<file path="src/rtl/endpoint_arb_pkg.sv">
// Shared types and constants for the endpoint lookup arbiter.
//   state_e  : arbiter FSM states (idle, issue to engine, wait for result, respond)
//   id_width : width of the requester index for a given requester count
//   IP_W / MAC_W : address widths used on the request, lookup and response channels
package endpoint_arb_pkg;

   localparam int unsigned IP_W  = 32;
   localparam int unsigned MAC_W = 48;

   typedef enum logic [1:0] {
      StIdle,
      StIssue,
      StWait,
      StResp
   } state_e;

   // Requester index width; never narrower than one bit.
   function automatic int unsigned id_width(input int unsigned n);
      return (n < 2) ? 1 : $clog2(n);
   endfunction

endpackage

</file>
<file path="src/rtl/endpoint_lookup_arbiter_if.sv">
// Bundle of the requester, response and lookup-engine handshakes around the arbiter.
//   master : the arbiter side (accepts requests, drives the engine, returns responses)
//   slave  : the environment side (requesters, response consumer, lookup engine)
//   req_*    : per-requester valid/ready and packed destination IPs
//   rsp_*    : shared response channel tagged with the requester index
//   lookup_* : valid/ready request plus done-pulse result from the lookup engine
interface endpoint_lookup_arbiter_if #(
   parameter int unsigned NUM_REQ = 4
) ();
   import endpoint_arb_pkg::*;

   localparam int unsigned ID_W = id_width(NUM_REQ);

   logic [NUM_REQ-1:0]      req_valid;
   logic [NUM_REQ-1:0]      req_ready;
   logic [IP_W*NUM_REQ-1:0] req_dst_ip;

   logic                    rsp_valid;
   logic                    rsp_ready;
   logic [ID_W-1:0]         rsp_id;
   logic                    rsp_hit;
   logic                    rsp_error;
   logic                    rsp_timeout;
   logic [MAC_W-1:0]        rsp_dst_mac;
   logic [MAC_W-1:0]        rsp_src_mac;

   logic                    lookup_valid;
   logic                    lookup_ready;
   logic [IP_W-1:0]         lookup_dst_ip;
   logic                    lookup_done;
   logic                    lookup_hit;
   logic                    lookup_error;
   logic [MAC_W-1:0]        lookup_dst_mac;
   logic [MAC_W-1:0]        lookup_src_mac;

   modport master (
      input  req_valid, req_dst_ip, rsp_ready,
      input  lookup_ready, lookup_done, lookup_hit, lookup_error,
      input  lookup_dst_mac, lookup_src_mac,
      output req_ready, rsp_valid, rsp_id, rsp_hit, rsp_error, rsp_timeout,
      output rsp_dst_mac, rsp_src_mac, lookup_valid, lookup_dst_ip
   );

   modport slave (
      output req_valid, req_dst_ip, rsp_ready,
      output lookup_ready, lookup_done, lookup_hit, lookup_error,
      output lookup_dst_mac, lookup_src_mac,
      input  req_ready, rsp_valid, rsp_id, rsp_hit, rsp_error, rsp_timeout,
      input  rsp_dst_mac, rsp_src_mac, lookup_valid, lookup_dst_ip
   );

endinterface

</file>
<file path="src/rtl/rr_arbiter.sv">
// Combinational round-robin picker: first asserted request at or after ptr, searching
// cyclically.
//   req   : request bits
//   ptr   : search start index (must be < NUM_REQ)
//   grant : one-hot grant (zero when no request)
//   idx   : binary index of the granted request
//   any   : at least one request present
module rr_arbiter #(
   parameter int unsigned NUM_REQ = 4,
   parameter int unsigned ID_W    = 2
) (
   input  logic [NUM_REQ-1:0] req,
   input  logic [ID_W-1:0]    ptr,
   output logic [NUM_REQ-1:0] grant,
   output logic [ID_W-1:0]    idx,
   output logic               any
);

   always_comb begin
      logic [ID_W-1:0] cand;
      grant = '0;
      idx   = '0;
      any   = 1'b0;
      cand  = '0;
      for (int unsigned k = 0; k < NUM_REQ; k++) begin
         cand = ID_W'((32'(ptr) + k) % NUM_REQ);
         if (!any && req[cand]) begin
            any         = 1'b1;
            grant[cand] = 1'b1;
            idx         = cand;
         end
      end
   end

endmodule

</file>
<file path="src/rtl/endpoint_lookup_arbiter.sv">
// Shares one endpoint lookup engine between NUM_REQ requesters with round-robin fairness.
// One lookup is outstanding at a time; each result goes out on the shared response
// channel tagged with the requester index.
//   clk, rst : clock and asynchronous active-high reset
//   bus      : master side of endpoint_lookup_arbiter_if (request/response/lookup channels)
// Optional feature: define LOOKUP_TIMEOUT_EN to abort lookups that stay in WAIT for
// TIMEOUT_CYCLES cycles; the response then reports timeout+error with zero MACs.
module endpoint_lookup_arbiter
   import endpoint_arb_pkg::*;
#(
   parameter int unsigned NUM_REQ        = 4,
   parameter int unsigned TIMEOUT_CYCLES = 256
) (
   input logic                        clk,
   input logic                        rst,
   endpoint_lookup_arbiter_if.master  bus
);

   localparam int unsigned     ID_W    = id_width(NUM_REQ);
   localparam logic [ID_W-1:0] LAST_ID = ID_W'(NUM_REQ - 1);

   state_e             state_q;
   logic [ID_W-1:0]    rr_ptr_q;
   logic [ID_W-1:0]    id_q;
   logic               lookup_valid_q;
   logic [IP_W-1:0]    lookup_ip_q;
   logic               rsp_valid_q;
   logic               rsp_hit_q;
   logic               rsp_error_q;
   logic [MAC_W-1:0]   rsp_dst_mac_q;
   logic [MAC_W-1:0]   rsp_src_mac_q;

`ifdef LOOKUP_TIMEOUT_EN
   localparam int unsigned     TMO_W    = $clog2(TIMEOUT_CYCLES);
   localparam logic [TMO_W-1:0] TMO_LAST = TMO_W'(TIMEOUT_CYCLES - 1);
   logic               rsp_timeout_q;
   logic [TMO_W-1:0]   tmo_cnt_q;
`endif

   logic [NUM_REQ-1:0] grant_oh;
   logic [ID_W-1:0]    grant_idx;
   logic               grant_any;
   logic [IP_W-1:0]    req_ip [NUM_REQ];
   logic               mac_ok;

   for (genvar g = 0; g < NUM_REQ; g++) begin : g_unpack
      assign req_ip[g] = bus.req_dst_ip[g*IP_W +: IP_W];
   end

   rr_arbiter #(
      .NUM_REQ (NUM_REQ),
      .ID_W    (ID_W)
   ) u_rr_arbiter (
      .req   (bus.req_valid),
      .ptr   (rr_ptr_q),
      .grant (grant_oh),
      .idx   (grant_idx),
      .any   (grant_any)
   );

   // Only a clean hit carries MACs through; misses and errors report zero.
   assign mac_ok = bus.lookup_hit && !bus.lookup_error;

   always_ff @(posedge clk or posedge rst) begin
      if (rst) begin
         state_q        <= StIdle;
         rr_ptr_q       <= '0;
         id_q           <= '0;
         lookup_valid_q <= 1'b0;
         lookup_ip_q    <= '0;
         rsp_valid_q    <= 1'b0;
         rsp_hit_q      <= 1'b0;
         rsp_error_q    <= 1'b0;
         rsp_dst_mac_q  <= '0;
         rsp_src_mac_q  <= '0;
`ifdef LOOKUP_TIMEOUT_EN
         rsp_timeout_q  <= 1'b0;
         tmo_cnt_q      <= '0;
`endif
      end else begin
         unique case (state_q)
            StIdle: begin
               if (grant_any) begin
                  id_q           <= grant_idx;
                  lookup_ip_q    <= req_ip[grant_idx];
                  lookup_valid_q <= 1'b1;
                  state_q        <= StIssue;
               end
            end
            StIssue: begin
               if (bus.lookup_ready) begin
                  lookup_valid_q <= 1'b0;
                  state_q        <= StWait;
`ifdef LOOKUP_TIMEOUT_EN
                  tmo_cnt_q      <= '0;
`endif
               end
            end
            StWait: begin
               // A completion in the final timeout cycle still wins over the abort.
               if (bus.lookup_done) begin
                  rsp_hit_q     <= bus.lookup_hit;
                  rsp_error_q   <= bus.lookup_error;
                  rsp_dst_mac_q <= mac_ok ? bus.lookup_dst_mac : '0;
                  rsp_src_mac_q <= mac_ok ? bus.lookup_src_mac : '0;
                  rsp_valid_q   <= 1'b1;
                  state_q       <= StResp;
`ifdef LOOKUP_TIMEOUT_EN
                  rsp_timeout_q <= 1'b0;
`endif
               end
`ifdef LOOKUP_TIMEOUT_EN
               else if (tmo_cnt_q == TMO_LAST) begin
                  rsp_hit_q     <= 1'b0;
                  rsp_error_q   <= 1'b1;
                  rsp_timeout_q <= 1'b1;
                  rsp_dst_mac_q <= '0;
                  rsp_src_mac_q <= '0;
                  rsp_valid_q   <= 1'b1;
                  state_q       <= StResp;
               end else begin
                  tmo_cnt_q <= tmo_cnt_q + 1'b1;
               end
`endif
            end
            StResp: begin
               if (bus.rsp_ready) begin
                  rsp_valid_q <= 1'b0;
                  rr_ptr_q    <= (id_q == LAST_ID) ? '0 : id_q + 1'b1;
                  state_q     <= StIdle;
               end
            end
            default: state_q <= StIdle;
         endcase
      end
   end

   // Grant is combinational so a requester sees its accept in the cycle it is chosen.
   assign bus.req_ready     = (state_q == StIdle && !rst) ? grant_oh : '0;
   assign bus.lookup_valid  = lookup_valid_q;
   assign bus.lookup_dst_ip = lookup_ip_q;
   assign bus.rsp_valid     = rsp_valid_q;
   assign bus.rsp_id        = id_q;
   assign bus.rsp_hit       = rsp_hit_q;
   assign bus.rsp_error     = rsp_error_q;
   assign bus.rsp_dst_mac   = rsp_dst_mac_q;
   assign bus.rsp_src_mac   = rsp_src_mac_q;
`ifdef LOOKUP_TIMEOUT_EN
   assign bus.rsp_timeout   = rsp_timeout_q;
`else
   assign bus.rsp_timeout   = 1'b0;
`endif

endmodule

</file>
<file path="src/flat_wrapper.sv">
// flat-port wrapper written by rule: the top's interface ports become plain ports
module endpoint_lookup_arbiter_flat import endpoint_arb_pkg::*;
#(
   parameter int unsigned NUM_REQ        = 4,
   parameter int unsigned TIMEOUT_CYCLES = 256
)
  (clk, rst, bus_req_valid, bus_req_dst_ip, bus_rsp_ready, bus_lookup_ready, bus_lookup_done, bus_lookup_hit, bus_lookup_error, bus_lookup_dst_mac, bus_lookup_src_mac, bus_req_ready, bus_rsp_valid, bus_rsp_id, bus_rsp_hit, bus_rsp_error, bus_rsp_timeout, bus_rsp_dst_mac, bus_rsp_src_mac, bus_lookup_valid, bus_lookup_dst_ip);
  endpoint_lookup_arbiter_if #(.NUM_REQ(NUM_REQ)) bus_i ();
  input logic clk;
  input logic rst;
  input wire logic [$bits(bus_i.req_valid)-1:0] bus_req_valid;
  input wire logic [$bits(bus_i.req_dst_ip)-1:0] bus_req_dst_ip;
  input wire logic [$bits(bus_i.rsp_ready)-1:0] bus_rsp_ready;
  input wire logic [$bits(bus_i.lookup_ready)-1:0] bus_lookup_ready;
  input wire logic [$bits(bus_i.lookup_done)-1:0] bus_lookup_done;
  input wire logic [$bits(bus_i.lookup_hit)-1:0] bus_lookup_hit;
  input wire logic [$bits(bus_i.lookup_error)-1:0] bus_lookup_error;
  input wire logic [$bits(bus_i.lookup_dst_mac)-1:0] bus_lookup_dst_mac;
  input wire logic [$bits(bus_i.lookup_src_mac)-1:0] bus_lookup_src_mac;
  output wire logic [$bits(bus_i.req_ready)-1:0] bus_req_ready;
  output wire logic [$bits(bus_i.rsp_valid)-1:0] bus_rsp_valid;
  output wire logic [$bits(bus_i.rsp_id)-1:0] bus_rsp_id;
  output wire logic [$bits(bus_i.rsp_hit)-1:0] bus_rsp_hit;
  output wire logic [$bits(bus_i.rsp_error)-1:0] bus_rsp_error;
  output wire logic [$bits(bus_i.rsp_timeout)-1:0] bus_rsp_timeout;
  output wire logic [$bits(bus_i.rsp_dst_mac)-1:0] bus_rsp_dst_mac;
  output wire logic [$bits(bus_i.rsp_src_mac)-1:0] bus_rsp_src_mac;
  output wire logic [$bits(bus_i.lookup_valid)-1:0] bus_lookup_valid;
  output wire logic [$bits(bus_i.lookup_dst_ip)-1:0] bus_lookup_dst_ip;
  assign bus_i.req_valid = bus_req_valid;
  assign bus_i.req_dst_ip = bus_req_dst_ip;
  assign bus_i.rsp_ready = bus_rsp_ready;
  assign bus_i.lookup_ready = bus_lookup_ready;
  assign bus_i.lookup_done = bus_lookup_done;
  assign bus_i.lookup_hit = bus_lookup_hit;
  assign bus_i.lookup_error = bus_lookup_error;
  assign bus_i.lookup_dst_mac = bus_lookup_dst_mac;
  assign bus_i.lookup_src_mac = bus_lookup_src_mac;
  assign bus_req_ready = bus_i.req_ready;
  assign bus_rsp_valid = bus_i.rsp_valid;
  assign bus_rsp_id = bus_i.rsp_id;
  assign bus_rsp_hit = bus_i.rsp_hit;
  assign bus_rsp_error = bus_i.rsp_error;
  assign bus_rsp_timeout = bus_i.rsp_timeout;
  assign bus_rsp_dst_mac = bus_i.rsp_dst_mac;
  assign bus_rsp_src_mac = bus_i.rsp_src_mac;
  assign bus_lookup_valid = bus_i.lookup_valid;
  assign bus_lookup_dst_ip = bus_i.lookup_dst_ip;
  endpoint_lookup_arbiter #(.NUM_REQ(NUM_REQ), .TIMEOUT_CYCLES(TIMEOUT_CYCLES)) u_core (.clk(clk), .rst(rst), .bus(bus_i));
endmodule
</file>
<file path="config.mk">
export PLATFORM = sky130hd
export DESIGN_NAME = endpoint_lookup_arbiter_flat
export DESIGN_NICKNAME = d
export VERILOG_FILES = /design/src/rtl/endpoint_arb_pkg.sv /design/src/rtl/endpoint_lookup_arbiter_if.sv /design/src/rtl/rr_arbiter.sv /design/src/rtl/endpoint_lookup_arbiter.sv /design/src/flat_wrapper.sv
export SDC_FILE = /design/constraint.sdc
export NUM_CORES = 1
export LEC_CHECK = 0
export ABC_AREA = 1
export BUFFER_PORTS_ARGS = -buffer_cell sky130_fd_sc_hd__buf_2
export CORE_AREA = 2 2 143 145
export DETAILED_ROUTE_END_ITERATION = 8
export DIE_AREA = 0 0 145 147
export MAX_ROUTING_LAYER = met4
export PLACE_DENSITY_LB_ADDON = 0.25
export SYNTH_ARGS = -nofsm -noshare
export SYNTH_HDL_FRONTEND = slang
export SYNTH_SLANG_ARGS = --single-unit
</file>
<file path="constraint.sdc">
create_clock -name clk -period 9.85 [get_ports clk]
set_clock_uncertainty 0.2 [all_clocks]
set_input_delay 1.97 -clock clk [delete_from_list [all_inputs] [get_ports clk]]
set_output_delay 1.97 -clock clk [all_outputs]
set_load 0.1 [all_outputs]
</file>
==> results of run 1 <==
worst max-delay path by stage:
stage                                        endpoint  slack, ps  depth (start not counted)
after global routing                 bus_req_ready[2]       3940                         13
final                                bus_req_ready[1]       4080                         13
after detailed placement             bus_req_ready[1]       4120                         13
after floorplan           u_core.bus.lookup_dst_ip[0]       3980                          1
after global placement               bus_req_ready[1]       4150                         13
after CTS                            bus_req_ready[1]       4110                         13
layer usage:
metal	GRT usage, %	vias up	share of wire (%)
li1	-	3624	-
met4	5.54	0	1.4
met2	38.0	272	50
met5	-	-	0
met1	26.7	3460	42
met3	5.06	20	6.3
registers in the layout, summed over array words and instances, names as in the netlist, 2 cells and up:
register,count
u_core.bus.rsp_src_mac,48
u_core.rr_ptr_q,2
u_core.bus.lookup_dst_ip,32
u_core.bus.rsp_dst_mac,48
u_core.state_q,2
u_core.bus.rsp_id,2
worst register-to-register path, delay by kind of cell, from the launching register on:
family / cells / cell delay (ps)
adders and majority gates: 1 / 400
buffers and inverters: 3 / 840
DFF: 1 / 700
and+or+nand+nor: 11 / 1980
logic make-up after synthesis:
logic type      Yosys count  synth area share, %
other cells               1               0.0510
simple gates            398                 23.9
flops                   138                 46.9
buf+inv                 223                 12.3
compound gates          117                 14.7
fa+ha+maj                13                 2.21
through the flow:
stage / instances / instance area, sq um / hold WS (ps) / setup WS, ps
2_1_floorplan: 890 / 7360 / 307 / 3980
3_3_place_gp: 1476 / 9330 / 256 / 4150
3_5_place_dp: 1476 / 9330 / 260 / 4120
4_1_cts: 1508 / 9900 / 277 / 4110
5_1_grt: 1511 / 9900 / 282 / 3940
6_report: 1511 / 9900 / 272 / 4080
Yosys cell counts:
cell      instances  area, sq um
a21boi_1          1         7.51
a21oi_1           8         40.0
a22oi_1           1         7.51
a31oi_1           1         6.26
a32o_1           96          961
buf_1             7         26.3
buf_2             7         35.0
buf_4             5         37.5
buf_6             5         56.3
clkbuf_1         40          150
conb_1            1         3.75
dfrtp_1         138         3450
ha_1             13          163
inv_1           154          578
inv_2             5         18.8
nand2_1         230          863
nand2_2           6         37.5
nand2_4           2         22.5
nand3_1         135          676
nand3_2           4         40.0
nand4_1           3         18.8
nand4_4           1         21.3
nor2_1           14         52.6
nor2_2            2         12.5
nor2_4            1         11.3
o211ai_1          1         7.51
o21ai_0           7         35.0
o22ai_1           1         6.26
o31ai_1           1         7.51
final cells by class:
class                      count  area, sq um  area share (%)
clock buffer                  18          429            4.33
antenna                        3         7.51          0.0758
tap                          270          338            3.41
timing repair buffer         380         1920            19.4
multi-input combinational    529         3020            30.5
inverter                     159          602            6.08
clock inverter                14          135            1.36
sequential                   138         3450            34.9
==> impl_metrics.toml, run 1 <==
[run_status]
status = "finished clean"

[logic_synthesis]
syn_nets = 1138
ys_ff_latch = 138
yosysSeqAreaShare_pct = 46.9
yosysWarnings = 0
syn_avg_cell_area_sq_um = 8.26
synth.distinct_cells = 29
netlist_area_sq_mm = 0.00736
syn_inst = 890

[routing]
drt-pass1-iter-count = 5
postRouteAntennaNets = 0
wire_per_inst_um = 15.5
drcViolationCount = 0
drt-initial-drc-count = 456
vias = 7376
detail_route.vias_per_cell = 4.88
routed_wl_mm = 23.4

[sta]
tightestPinTransition_ps = 1020
finalCritPeriodShare_pct = 58.6
setup_viol = 0
rsz0062_at_grt = "false"
min_period_ps = 5770
hold_viol = 0
relSlewSlack_pct = 32.1
max_freq_ghz = 0.173
maxSlewViolCount = 0
tns_ps = 0

[clock_network]
cts_max_level = 4
cts_tree = "yes"
cts_made_buffers = 17
ctsHoldBuffers = 0
cts.path.max_buffers = 2
post-cts-setup-buffers = 0
cts_resized = 0
clk_pin_slew_worst_paths_ps = 60
root_buffer = "clkbuf_16"
worstSkewPairLatency_ps = 410
cts_sinks = 138

[place]
dp_hpwl_mm = 17.0
numPortBuffers = 372
gp_congestion = 0.868

[setup_path]
cp.arrival_ps = 3600
cp.buffers_inverters = 5
cpLargestDelayFamily = "buffers and inverters"
max_stage_delay_ps = 410
cp-startpoint = "bus_req_valid[3]"
criticalPathCategory = "primary input to output pin"
reg2reg_depth = 15
startpoint_type = "primary input"
reg2reg_from = "u_core.rr_ptr_q[0]"
cp.required_ps = 7680
rr_endpoint = "u_core.bus.lookup_dst_ip[3]"
crit_chain = "buf_2, inv_1, nand2_2, nand3_2, nand2_2, inv_2, nand2_2, nor2_1, a21oi_1, o21ai_0, nand2_1, inv_1, buf_2"
cpMaxStageDelayCell = "buf_2"
end_kind = "output pin"
crit_path_frequent_cell = "nand2_2"
crit_fanout = 6
r2r_setup_slack_ps = 5630

[global_routing]
grt_max_degree = 98
grt_util_all_layers_pct = 22.2
grt_pass1_vias = 6939
antenna_found_initial = 3
grt_pass1_wl_mm = 36.9
overflow = 0

[die]
num_rows = 52
start_util_pct = 37.1
ios = 374
core_sq_mm = 0.0198
dieHeight_um = 147
die_w_um = 145
die-area_sq_mm = 0.0213

[layout]
nFillCells = 1933
area_growth_pct = 34.6
layout_commonest_cell = "buf_2"
final_cell_mix = "buf_2, nand2_1, inv_1"
drive_gt1_share_pct = 35.2
fin_nets = 1473
final_util_pct = 49.9

[hold_path]
hold_end = "u_core.bus.lookup_dst_ip[5]"
whs_path_depth = 2
hold_path_class = "flip-flop to flip-flop"
min_from = "u_core.bus.lookup_dst_ip[5]"

[run]
cap_violations = 0
Power of run 1 is not shown: default switching activity piles up to over one toggle a cycle in this logic, so the estimate is an artifact.
==> run 2, diff against run 1 <==
==> constraint.sdc (replaced) <==
create_clock -name clk -period 4.6 [get_ports clk]
set_clock_uncertainty 0.2 [all_clocks]
set_input_delay 0.92 -clock clk [delete_from_list [all_inputs] [get_ports clk]]
set_output_delay 0.92 -clock clk [all_outputs]
set_load 0.1 [all_outputs]
==> impl_metrics.toml, run 2 (synthesis gave the netlist of run 1 again) <==
[hold_path]
hold_path_class = "primary input to asynchronous set/reset pin"

[place]
gp_congestion = 0.899
dp_hpwl_mm = 17.3
numPortBuffers = 372

[die]
ios = 374
num_rows = 52
core_sq_mm = 0.0198
dieHeight_um = 147
die_w_um = 145
die-area_sq_mm = 0.0213
start_util_pct = 37.1

[sta]
tightestPinTransition_ps = 1030
tns_ps = 0
setup_viol = 0
hold_viol = 0
min_period_ps = 4150
rsz0062_at_grt = "false"
maxSlewViolCount = 0
max_freq_ghz = 0.241
relSlewSlack_pct = 31.4
finalCritPeriodShare_pct = 90.1

[layout]
fin_nets = 1476
layout_commonest_cell = "buf_2"
drive_gt1_share_pct = 35.4
final_cell_mix = "buf_2, nand2_1, inv_1"
area_growth_pct = 35.4

[routing]
drt-initial-drc-count = 412
postRouteAntennaNets = 0
detail_route.vias_per_cell = 4.88
wire_per_inst_um = 15.7
routed_wl_mm = 23.8
vias = 7399
drcViolationCount = 0
drt-pass1-iter-count = 5

[setup_path]
criticalPathCategory = "flip-flop to output pin"
crit_path_frequent_cell = "inv_1"
crit_chain = "inv_2, ha_1, inv_1, nand3_2, nand2_4, nand2_2, nor2_1, a21oi_1, o21ai_0, nand2_1, inv_1, buf_2"
max_stage_delay_ps = 680
cp.required_ps = 3480
r2r_setup_slack_ps = 1240
crit_fanout = 15
end_kind = "output pin"
cp.arrival_ps = 3030
cpMaxStageDelayCell = "dfrtp_1"
startpoint_type = "flip-flop"

[global_routing]
grt.busiest_layer = "met2"
gr-usage-met3_pct = 5.09
grtUsageMet1_pct = 26.4
grt_util_all_layers_pct = 22.6
grt_pass1_wl_mm = 37.3
antenna_found_initial = 6
grt_max_degree = 99
grtUsageMet2_pct = 37.3
grt_pass1_vias = 7121
overflow = 0

[clock_network]
cts_resized = 0
post-cts-setup-buffers = 0
ctsHoldBuffers = 0
cts_max_level = 4
cts_made_buffers = 17
root_buffer = "clkbuf_16"
cts_tree = "yes"
cts.path.max_buffers = 2
worstSkewPairLatency_ps = 410
cts_sinks = 138
clk_pin_slew_worst_paths_ps = 60

[run_status]
status = "finished clean"

[run]
cap_violations = 0
==> run 2: changes by cell type in the layout (fill, tap and decap cells not counted), sizes merged <==
cell / previous run / this run
diode: 3 / 6
buf: 380 / 383
bufinv: 1 / 0
clkinvlp: 3 / 4
==> run 2: worst max-delay path: cells and delay by family, from the launching register on <==
kind                     cells  cell delay [ps]
flip-flops                   1              680
AO/OA/AOI/OAI                2              190
buffers and inverters        4              780
AND/OR/NAND/NOR              5              570
adder cells (fa/ha/maj)      1              390
==> run 2: per-layer routing <==
metal,up-vias,wire length [um]
li1,3632,-
met1,3421,9750
met2,299,11600
met3,47,1510
met4,0,854
met5,-,0
==> run 2: cell type report <==
class / count / area [sq um]
inverters: 159 / 601
multi-input cells: 529 / 3020
repair buffers: 383 / 1980
well taps: 270 / 338
clock inverters: 14 / 126
diodes: 6 / 15.0
fillers: 1960 / 9880
flip-flops and latches: 138 / 3450
clock buffers: 18 / 429
==> run 2: through the flow <==
| stage | utilization [%] | cell area [sq um] | cells | worst slack [ps] | hold WS, ps |
|---|---|---|---|---|---|
| after floorplan | - | 7360 | 890 | 1130 | 307 |
| after global placement | 47.3 | 9390 | 1479 | 987 | 259 |
| after detailed placement | 47.3 | 9390 | 1479 | 900 | 261 |
| after CTS | 50.1 | 9950 | 1511 | 431 | 196 |
| after global routing | 50.2 | 9960 | 1517 | 236 | 210 |
| final | 50.2 | 9960 | 1517 | 454 | 223 |
==> run 2: path summary, 6_finish.rpt <==
kind | start | endpoint | cells after the start
min | rst | u_core.bus.rsp_valid | 2
max reg2reg | u_core.rr_ptr_q[0] | u_core.bus.lookup_dst_ip[8] | 15
min reg2reg | u_core.bus.lookup_dst_ip[25] | u_core.bus.lookup_dst_ip[25] | 2
max | u_core.rr_ptr_q[0] | bus_req_ready[1] | 12
max in group asynchronous | rst | u_core.bus.rsp_dst_mac[44] | 3
min in group clk | u_core.bus.lookup_dst_ip[25] | u_core.bus.lookup_dst_ip[25] | 2
Power of run 2 is left out for the same reason.
